<file path="config.mk">
export PLATFORM = sky130hd
export DESIGN_NAME = tournament_pred_pipe
export DESIGN_NICKNAME = d
export VERILOG_FILES = /design/src/rtl/tournament_pred_pipe.sv
export SDC_FILE = /design/constraint.sdc
export NUM_CORES = 1
export LEC_CHECK = 0
export BUFFER_PORTS_ARGS = -buffer_cell sky130_fd_sc_hd__clkbuf_2
export CAP_MARGIN = 20
export CORE_AREA = 2 2 169 171
export CTS_CLUSTER_SIZE = 10
export DETAILED_ROUTE_END_ITERATION = 12
export DIE_AREA = 0 0 171 173
export GPL_TIMING_DRIVEN = 1
export SYNTH_ARGS = -nofsm -noshare
export SYNTH_HDL_FRONTEND = slang
export SYNTH_SLANG_ARGS = --single-unit
</file>
<file path="constraint.sdc">
create_clock -name clock -period 3.07 [get_ports clock]
set_input_delay 0.1535 -clock clock [delete_from_list [all_inputs] [get_ports clock]]
set_output_delay 0.1535 -clock clock [all_outputs]
set_load 0.01 [all_outputs]
</file>
<file path="src/rtl/tournament_pred_pipe.sv">
// rtl/tournament_pred_pipe.sv - tournament branch predictor (gshare + pshare + chooser), one branch in flight
//
// Purpose: accepts one lookup (PC, etiqueta) through valid/ready, registers a
// prediction and nex_PC one cycle later, and keeps the lookup record until the
// resolved outcome arrives on upd_valid/fix_result to train all tables.
//
// Optional feature: define TOURN_STATS_EN to add the stat_lookups/stat_miss counters.
//
// Ports:
//   clock, reset        - rising-edge clock, asynchronous active-low reset
//   valid, PC, etiqueta - lookup request: branch address and decoded target
//   ready               - lookup accepted this cycle when valid & ready
//   pred_valid          - prediction/nex_PC are valid (branch in flight)
//   prediction, nex_PC  - predicted direction (1 = taken), predicted next fetch address
//   upd_valid, fix_result - resolution of the in-flight branch, actual outcome
//   mispredict          - one-cycle pulse after a wrong resolution
//   stat_lookups, stat_miss - saturating counters (TOURN_STATS_EN only)
module tournament_pred_pipe #(
  parameter int n        = 32,
  parameter int IDX_BITS = 4,
  parameter int GHR_BITS = 4,
  parameter int LHR_BITS = 4,
  parameter int CTR_BITS = 2
) (
  input  logic         clock,
  input  logic         reset,
  input  logic         valid,
  input  logic [n-1:0] PC,
  input  logic [n-1:0] etiqueta,
  output logic         ready,
  output logic         pred_valid,
  output logic         prediction,
  output logic [n-1:0] nex_PC,
  input  logic         upd_valid,
  input  logic         fix_result,
  output logic         mispredict
`ifdef TOURN_STATS_EN
  ,
  output logic [31:0]  stat_lookups,
  output logic [31:0]  stat_miss
`endif
);

  localparam int IDX_N = 1 << IDX_BITS;
  localparam int GHR_N = 1 << GHR_BITS;
  localparam int LHR_N = 1 << LHR_BITS;
  localparam logic [CTR_BITS-1:0] CTR_INIT = CTR_BITS'((1 << (CTR_BITS - 1)) - 1);

  typedef enum logic {IDLE = 1'b0, PEND = 1'b1} state_t;

  state_t state_q, state_d;

  logic [CTR_BITS-1:0] gpht_q    [GHR_N];
  logic [CTR_BITS-1:0] ppht_q    [LHR_N];
  logic [1:0]          chooser_q [IDX_N];
  logic [LHR_BITS-1:0] lht_q     [IDX_N];
  logic [GHR_BITS-1:0] ghr_q;

  // Latched record of the in-flight branch
  logic [IDX_BITS-1:0] ci_q;
  logic [GHR_BITS-1:0] gi_q;
  logic [LHR_BITS-1:0] pi_q;
  logic                pg_q, pp_q;

  logic                pred_valid_q, prediction_q, mispredict_q;
  logic [n-1:0]        nex_pc_q;

  logic                accept, do_upd;
  logic [IDX_BITS-1:0] ci_w;
  logic [GHR_BITS-1:0] gi_w;
  logic [LHR_BITS-1:0] pi_w;
  logic                pg_w, pp_w, sel_w, pred_w;
  logic [n-1:0]        nex_w;

  function automatic logic [CTR_BITS-1:0] ctr_step(input logic [CTR_BITS-1:0] c, input logic up);
    if (up) return (c == '1) ? c : c + CTR_BITS'(1);
    else    return (c == '0) ? c : c - CTR_BITS'(1);
  endfunction

  function automatic logic [1:0] ch_step(input logic [1:0] c, input logic up);
    if (up) return (c == 2'b11) ? c : c + 2'd1;
    else    return (c == 2'b00) ? c : c - 2'd1;
  endfunction

  // Lookup reads the current (pre-update) tables; a same-cycle update is not bypassed.
  always_comb begin
    ci_w   = PC[IDX_BITS+1:2];
    gi_w   = ghr_q ^ PC[GHR_BITS+1:2];
    pi_w   = lht_q[ci_w] ^ PC[LHR_BITS+1:2];
    pg_w   = gpht_q[gi_w][CTR_BITS-1];
    pp_w   = ppht_q[pi_w][CTR_BITS-1];
    sel_w  = chooser_q[ci_w][1];
    pred_w = sel_w ? pg_w : pp_w;
    nex_w  = pred_w ? etiqueta : PC + n'(4);
  end

  // ready depends combinationally on upd_valid so a resolving branch frees the slot
  always_comb begin
    state_d = state_q;
    ready   = 1'b0;
    case (state_q)
      IDLE: begin
        ready = 1'b1;
        if (valid) state_d = PEND;
      end
      PEND: begin
        ready = upd_valid;
        if (upd_valid) state_d = valid ? PEND : IDLE;
      end
      default: begin
        state_d = IDLE;
      end
    endcase
  end

  assign accept = valid & ready;
  assign do_upd = (state_q == PEND) & upd_valid;

  always_ff @(posedge clock or negedge reset) begin
    if (!reset) begin
      state_q <= IDLE;
    end else begin
      state_q <= state_d;
    end
  end

  // Prediction tables and histories, trained from the latched record
  always_ff @(posedge clock or negedge reset) begin
    if (!reset) begin
      for (int i = 0; i < GHR_N; i++) gpht_q[i] <= CTR_INIT;
      for (int i = 0; i < LHR_N; i++) ppht_q[i] <= CTR_INIT;
      for (int i = 0; i < IDX_N; i++) begin
        chooser_q[i] <= 2'b01;
        lht_q[i]     <= '0;
      end
      ghr_q <= '0;
    end else if (do_upd) begin
      gpht_q[gi_q] <= ctr_step(gpht_q[gi_q], fix_result);
      ppht_q[pi_q] <= ctr_step(ppht_q[pi_q], fix_result);
      // Chooser only learns when the two components disagreed
      if (pg_q != pp_q) chooser_q[ci_q] <= ch_step(chooser_q[ci_q], pg_q == fix_result);
      ghr_q       <= {ghr_q[GHR_BITS-2:0], fix_result};
      lht_q[ci_q] <= {lht_q[ci_q][LHR_BITS-2:0], fix_result};
    end
  end

  // Lookup record and registered outputs
  always_ff @(posedge clock or negedge reset) begin
    if (!reset) begin
      ci_q         <= '0;
      gi_q         <= '0;
      pi_q         <= '0;
      pg_q         <= 1'b0;
      pp_q         <= 1'b0;
      pred_valid_q <= 1'b0;
      prediction_q <= 1'b0;
      nex_pc_q     <= '0;
      mispredict_q <= 1'b0;
    end else begin
      mispredict_q <= do_upd & (prediction_q != fix_result);
      if (accept) begin
        ci_q         <= ci_w;
        gi_q         <= gi_w;
        pi_q         <= pi_w;
        pg_q         <= pg_w;
        pp_q         <= pp_w;
        pred_valid_q <= 1'b1;
        prediction_q <= pred_w;
        nex_pc_q     <= nex_w;
      end else if (do_upd) begin
        pred_valid_q <= 1'b0;
      end
    end
  end

  assign pred_valid = pred_valid_q;
  assign prediction = prediction_q;
  assign nex_PC     = nex_pc_q;
  assign mispredict = mispredict_q;

`ifdef TOURN_STATS_EN
  logic [31:0] stat_lookups_q, stat_miss_q;

  // stat_miss advances on the same edge that raises the mispredict pulse
  always_ff @(posedge clock or negedge reset) begin
    if (!reset) begin
      stat_lookups_q <= '0;
      stat_miss_q    <= '0;
    end else begin
      if (accept && stat_lookups_q != 32'hFFFF_FFFF) stat_lookups_q <= stat_lookups_q + 32'd1;
      if (do_upd && (prediction_q != fix_result) && stat_miss_q != 32'hFFFF_FFFF)
        stat_miss_q <= stat_miss_q + 32'd1;
    end
  end

  assign stat_lookups = stat_lookups_q;
  assign stat_miss    = stat_miss_q;
`endif

endmodule

</file>
==> Yosys cells after proc, flatten, opt, wreduce, memory -nomap -nowiden <==
Cells that the tools add are included.
{ "classes": {"bitwise": 12, "n_div": 0, "addsub": 7, "mul": 0, "shifts": 0, "n_mux": 57, "eq_ne": 6, "reduce_logical": 8, "n_lt_le_gt_ge": 9} }
{ "op_table": {"columns": ["op", "count"], "rows": [
  ["bitwise mux 32 bit", 3],
  ["bitwise mux 64 bit", 1],
  ["two-way mux 2 bit", 28],
  ["binary-select mux 2 bit (select 4 bit)", 6],
  ["adder 32 x 3 -> 32 bit (second input constant)", 1],
  ["binary-select mux 4 bit (select 4 bit)", 2],
  ["two-way mux 32 bit", 1],
  ["greater-or-equal comparator 5 bit (second input constant)", 6],
  ["NOT 4 -> 5 bit", 6],
  ["demux 2 bit (select 4 bit)", 3],
  ["demux 4 bit (select 4 bit)", 1],
  ["< comparator 5 x 1 -> 1 bit (second input constant)", 3],
  ["two-way mux 4 bit", 3],
  ["bitwise XOR 4 bit", 2],
  ["adder 2 x 1 -> 2 bit (second input constant)", 3],
  ["equality test 2 bit (second input constant)", 3],
  ["zero test 2 bit", 3],
  ["two-way mux 3 bit", 2],
  ["subtractor 2 x 1 -> 2 bit (second input constant)", 3],
  ["two-way mux 1 bit", 5],
  ["one-hot mux 1 bit (2 select lines)", 2],
  ["bitwise AND 1 bit", 3],
  ["logical AND 1 bit", 3],
  ["!= test 1 bit", 2],
  ["other kinds (4)", 4]
]} }
{ "totals": {"mem_bits_rw": 0, "register_bits": 214, "rom_bits": 0, "latchBits": 0, "mem_count": 0, "elab_cells": 174} }

==> Longest topological paths before layout <==
{ "logic_depth": {"ltp_word": 11, "mapped_depth": 13} }

==> Worst setup path before layout <==
Ideal clock, no wire load.
{ "synth_path": {"kind": "register -> register", "startpoint": "register ghr_q[0]", "endpoint": "register nex_pc_q[16], in the netlist nex_PC[16]", "t_required_ps": 2935, "path_slack_ps": 204, "setup_time_ps": 135, "n_path_buf": 2, "stages_incl_launch_ff": 9, "arrival_ps": 2731, "period_less_slack_ps": 2866, "cell_sequence": "dfrtp_1 > xnor2_1 > mux4_2 > mux4_2 > buf_2 > buf_4 > mux2_2 > a22oi_1 > o31ai_2"} }
{ "synth_between": {"elab_chain_len": 7} }
{ "synth_lines": {"columns": ["item", "line_no", "rtl"], "rows": [
  ["from (decl)", "57", "logic [GHR_BITS-1:0] ghr_q;"],
  ["from (signal assigned)", "142", "ghr_q <= {ghr_q[GHR_BITS-2:0], fix_result};"],
  ["bitwise XOR 4 bit", "88", "gi_w = ghr_q ^ PC[GHR_BITS+1:2];"],
  ["NOT 4 -> 5 bit (implied by the code)", "90", "pg_w = gpht_q[gi_w][CTR_BITS-1];"],
  ["binary-select mux 2 bit (select 4 bit)", "90", null],
  ["two-way mux 2 bit (implied by the code) (2 in a row)", "90", null],
  ["two-way mux 1 bit", "93", "pred_w = sel_w ? pg_w : pp_w;"],
  ["two-way mux 32 bit", "94", "nex_w = pred_w ? etiqueta : PC + n'(4);"],
  ["to (signal assigned)", "169", "nex_pc_q <= nex_w;"],
  ["to (decl)", "66", "logic [n-1:0] nex_pc_q;"]
]} }
Every way passes these cells. The select of a mux whose other input is x is not followed.
A chain may end at the register's enable or synchronous reset.

==> Worst setup path in the final report <==
{ "layout_path": {"startpoint": "register ghr_q[0]", "endpoint": "register nex_pc_q[22], in the netlist nex_PC[22]"} }
Same word-level chain as after synthesis.

==> results <==
- The nature of the critical path endpoint is a flip-flop.
- The initialized floorplan defines 61 standard-cell rows.
- The area taken by flip-flops and latches is 0.00542 sq mm.
- Of the available clock period, the critical path in the final layout requires 0.950.
- The number of antenna violations at the first check in global routing came to 0.
- In this run, synthesis produced a sequential element count of 214.
- The total die area is 0.0296 sq mm.
- Between clock sinks in the finished design, the worst skew comes to 0.0139 ns.
- The post-synthesis async set-or-reset flop share is 1.00.
- The number of cells produced by synthesis is 983.
- The average detailed-routed wire length per instance is 20.6 um.
- The routed via count is 8757.
- The critical path goes through xnor2_1 -> buf_4 -> mux4_2 -> mux4_2 -> buf_4 -> mux2_2 -> a22oi_1 -> o31ai_1.
- The core region is 0.0276 sq mm.
- During I/O placement, the number of pins put on the boundary was 105.
- The leakage power of the design is 6.17 nW.
- For this configuration, the core starts out at a cell density of 0.434.
- For flop-to-flop paths, the worst setup slack is 0.15 ns.
- The run finished with clean final reports.
- The number of setup violations in the final report is 0.
- The largest fanout on the critical path is 25.
- Counting I/O delays and the setup requirement, the final critical path takes 2.92 ns.
- Measured on the finished design, the core utilization comes to 0.515.
- The clock tree from TritonCTS is yes.
- The tool flagged a number of max-cap violations equal to 0.
- Based on the critical path, the design can be clocked at up to 343 MHz.
- The layout-stage area growth over the synthesis result is 18.7%.
- The power per cell area is 809 mW/mm^2.
- The total nets after synthesis is 1053.
- The clock passes through at most 3 buffers.
- For this run, design rule violations remaining after detail routing come to 0.
- Each instance of the synthesized netlist takes up on average 12.2 sq um.
- The number of detailed-routing iterations run before antenna repair is 5.
- The predominant post-synthesis flop cell is dfrtp_1.
- The number of global-route vias before repair is 9244.
- During synthesis, Yosys emitted a total of 0 warnings.
- The worst relative slew slack is 0.534.
- For this design, the slowest cell found on the critical path is mux4_2.
- The number of DRC markers in iteration 0 is 672.
- Setup repair after global routing left no endpoint under its margin.
- Buffers placed on the I/O ports in this run total 104.
- The combined global-route utilization of all metal layers is 0.217.
- After legalization and detailed placement, the total HPWL measured 22.1 mm.
- The power share of the clock group is 0.249.
- The clock drives 214 sinks.
- The number of CTS-inserted buffers is 26.
- The worst hold path belongs to the class input pin to flip-flop.
- The final number of hold-violating endpoints is 0.
- In this run, distinct cell masters in the synthesized netlist total 58.
- The detailed-route wire length is 31.5 mm.
- The first-pass GRT wire length is 51.3 mm.
- The slew at the pin with the worst max-slew slack is 0.699 ns.
- The critical path data arrival time is 3.31 ns.
- Of the total power, registers draw 0.402.
- The mean number of vias per cell is 5.72.
- The insertion delay of the later-clocked pin in the worst-skew pair is 0.53 ns.
- The proportion of layout cells with a drive suffix above 1 is 0.440.
- The count of flip-flops with a built-in enable after synthesis is 0.
- Entering global routing, the biggest net connects 88 pins.
- The worst vdd rail ir drop is 0.000414 V.
- The largest stage delay on the critical path is 0.54 ns.
- After clock tree synthesis, the clock-pin slew on the worst setup and hold paths is 0.06 ns.
- The synthesized cell area is 0.0120 sq mm.
- The net switching power is 3.85 mW.
- Of the total power, combinational logic draws 0.349.
- On the critical path the largest part of the delay comes from multiplexers.
- The antenna diode count is 0.
- The vertical extent of the die is 173 um.
- After filler insertion, the fill cell instance count of the layout stands at 2422.
- Once detail routing completed, the nets flagged for antenna violations numbered 0.
- The area of combinational cells with multiple inputs is 0.00620 sq mm.
- The total grt overflow is 0.
- Of the synthesized area, sequential elements account for 0.452.
- At the end of routability-driven placement, the weighted congestion stood at 0.850.
- STA puts the critical path data required time at 3.46 ns.
- Counting both buffers and inverters, the worst setup path holds a total of 2.
- The tree is rooted in a clkbuf_16.
- The number of max-slew violations in the final report is 0.
- The final-layout setup total negative slack is 0 ns.
- Internal power comes to 7.66 mW.
- The chip width is 171 um.
- The worst setup path is launched from a flip-flop.
- The critical setup path kind is flip-flop to flip-flop.
- The final layout contains 1204 nets.
- The most common library cell in the layout ignoring fill and taps is mux2_2.
- The depth of the CTS H-tree is 1.
- In this run the post-CTS setup repair buffer count came out at 0.
- The switching fraction of total power is 0.334.
- The top cell types in the final layout, fill and taps aside, are mux2_2, dfrtp_1, clkbuf_2.
## layout make-up
class                   count  share of cell area
inverters                   8             0.00211
repair buffers            194              0.0933
multi-input cells         690               0.436
clock buffers              47              0.0548
well taps                 378              0.0332
flip-flops and latches    214               0.380
clock inverters             1            0.000527
## per-stage QoR
step | power [mW] | setup slack (ns) | instance area (sq um) | instances | hold slack [ns]
global placement | 8.55 | 0.0483 | 13200 | 1455 | 0.209
floorplan | 7.35 | 0.204 | 12000 | 983 | -0.142
CTS | 11.6 | 0.141 | 14200 | 1532 | 0.00385
global route | 12.2 | 0.00894 | 14200 | 1532 | 0.0286
detailed placement | 8.65 | 0.0788 | 13200 | 1455 | 0.208
finish | 11.5 | 0.153 | 14200 | 1532 | 0.0202
## synth_stat cells (12+ instances only)
library cell / number / area [sq um]
o31ai_1: 23 / 173
nor2_1: 52 / 195
nand2_1: 100 / 375
mux4_2: 72 / 1620
a31oi_1: 14 / 87.6
dfrtp_1: 166 / 4150
o21ai_1: 12 / 60.1
xnor2_1: 22 / 193
nand3_1: 24 / 120
mux2_2: 172 / 1940
xor2_1: 12 / 105
a21oi_1: 16 / 80.1
o21ai_0: 12 / 60.1
clkbuf_1: 48 / 180
a22oi_1: 12 / 90.1
dfstp_2: 48 / 1260
nor3_1: 24 / 120
## worst register-to-register path, stage by stage (launching register included)
cell,delay [ns]
dfrtp_1,0.43
xnor2_1,0.25
buf_4,0.21
mux4_2,0.50
mux4_2,0.54
buf_4,0.27
mux2_2,0.31
a22oi_1,0.17
o31ai_1,0.10
## state kept, by name, indices dropped and copies added, names as in the netlist, 4 cells and up
name       cells
ghr_q          4
gi_q           4
nex_PC        32
ci_q           4
lht_q         64
chooser_q     32
pi_q           4
ppht_q        32
gpht_q        32
## routing by layer
layer | wire length [um] | share of wire | track usage | vias to the layer above
met2 | 15000 | 0.48 | 0.354 | 241
li1 | - | - | - | 3970
met4 | 699 | 0.022 | 0.0590 | 0
met5 | 0 | 0 | 0 | -
met1 | 14300 | 0.45 | 0.304 | 4496
met3 | 1530 | 0.049 | 0.0325 | 50
## final timing paths
| path | from | end | cells past startpoint |
|---|---|---|---|
| max | ghr_q[0] | nex_PC[22] | 8 |
| min | etiqueta[17] | nex_PC[17] | 3 |
| max reg2reg | ghr_q[0] | nex_PC[22] | 8 |
| min reg2reg | nex_PC[9] | nex_PC[9] | 2 |
| max in group asynchronous | reset | chooser_q[14] | 3 |
| min in group asynchronous | reset | lht_q[34] | 2 |
## cell families after synthesis
logic type               after synthesis  synth area share
AO/OA/AOI/OAI                        122            0.0719
XOR/XNOR                              34            0.0248
adder cells (fa/ha/maj)                7           0.00605
buffers and inverters                 79            0.0315
flip-flops                           214             0.452
multiplexers                         252             0.304
AND/OR/NAND/NOR                      275             0.110
## timing repair
| item | in CTS | in global routing |
|---|---|---|
| hold endpoints to repair | 93 | 0 |
| setup endpoints to repair | 0 | 1 |
| gates resized for setup | 0 | 1 |
| hold buffers | 29 | 0 |
## power groups by stage
stage	clock, mW	sequential, mW	combinational [mW]
2_1_floorplan	0	4.44	2.91
5_1_grt	3.06	4.76	4.38
3_3_place_gp	0	4.64	3.91
6_report	2.87	4.63	4.01
4_1_cts	2.92	4.63	4.03
3_5_place_dp	0	4.66	3.99
(Power assumes the default switching activity.)
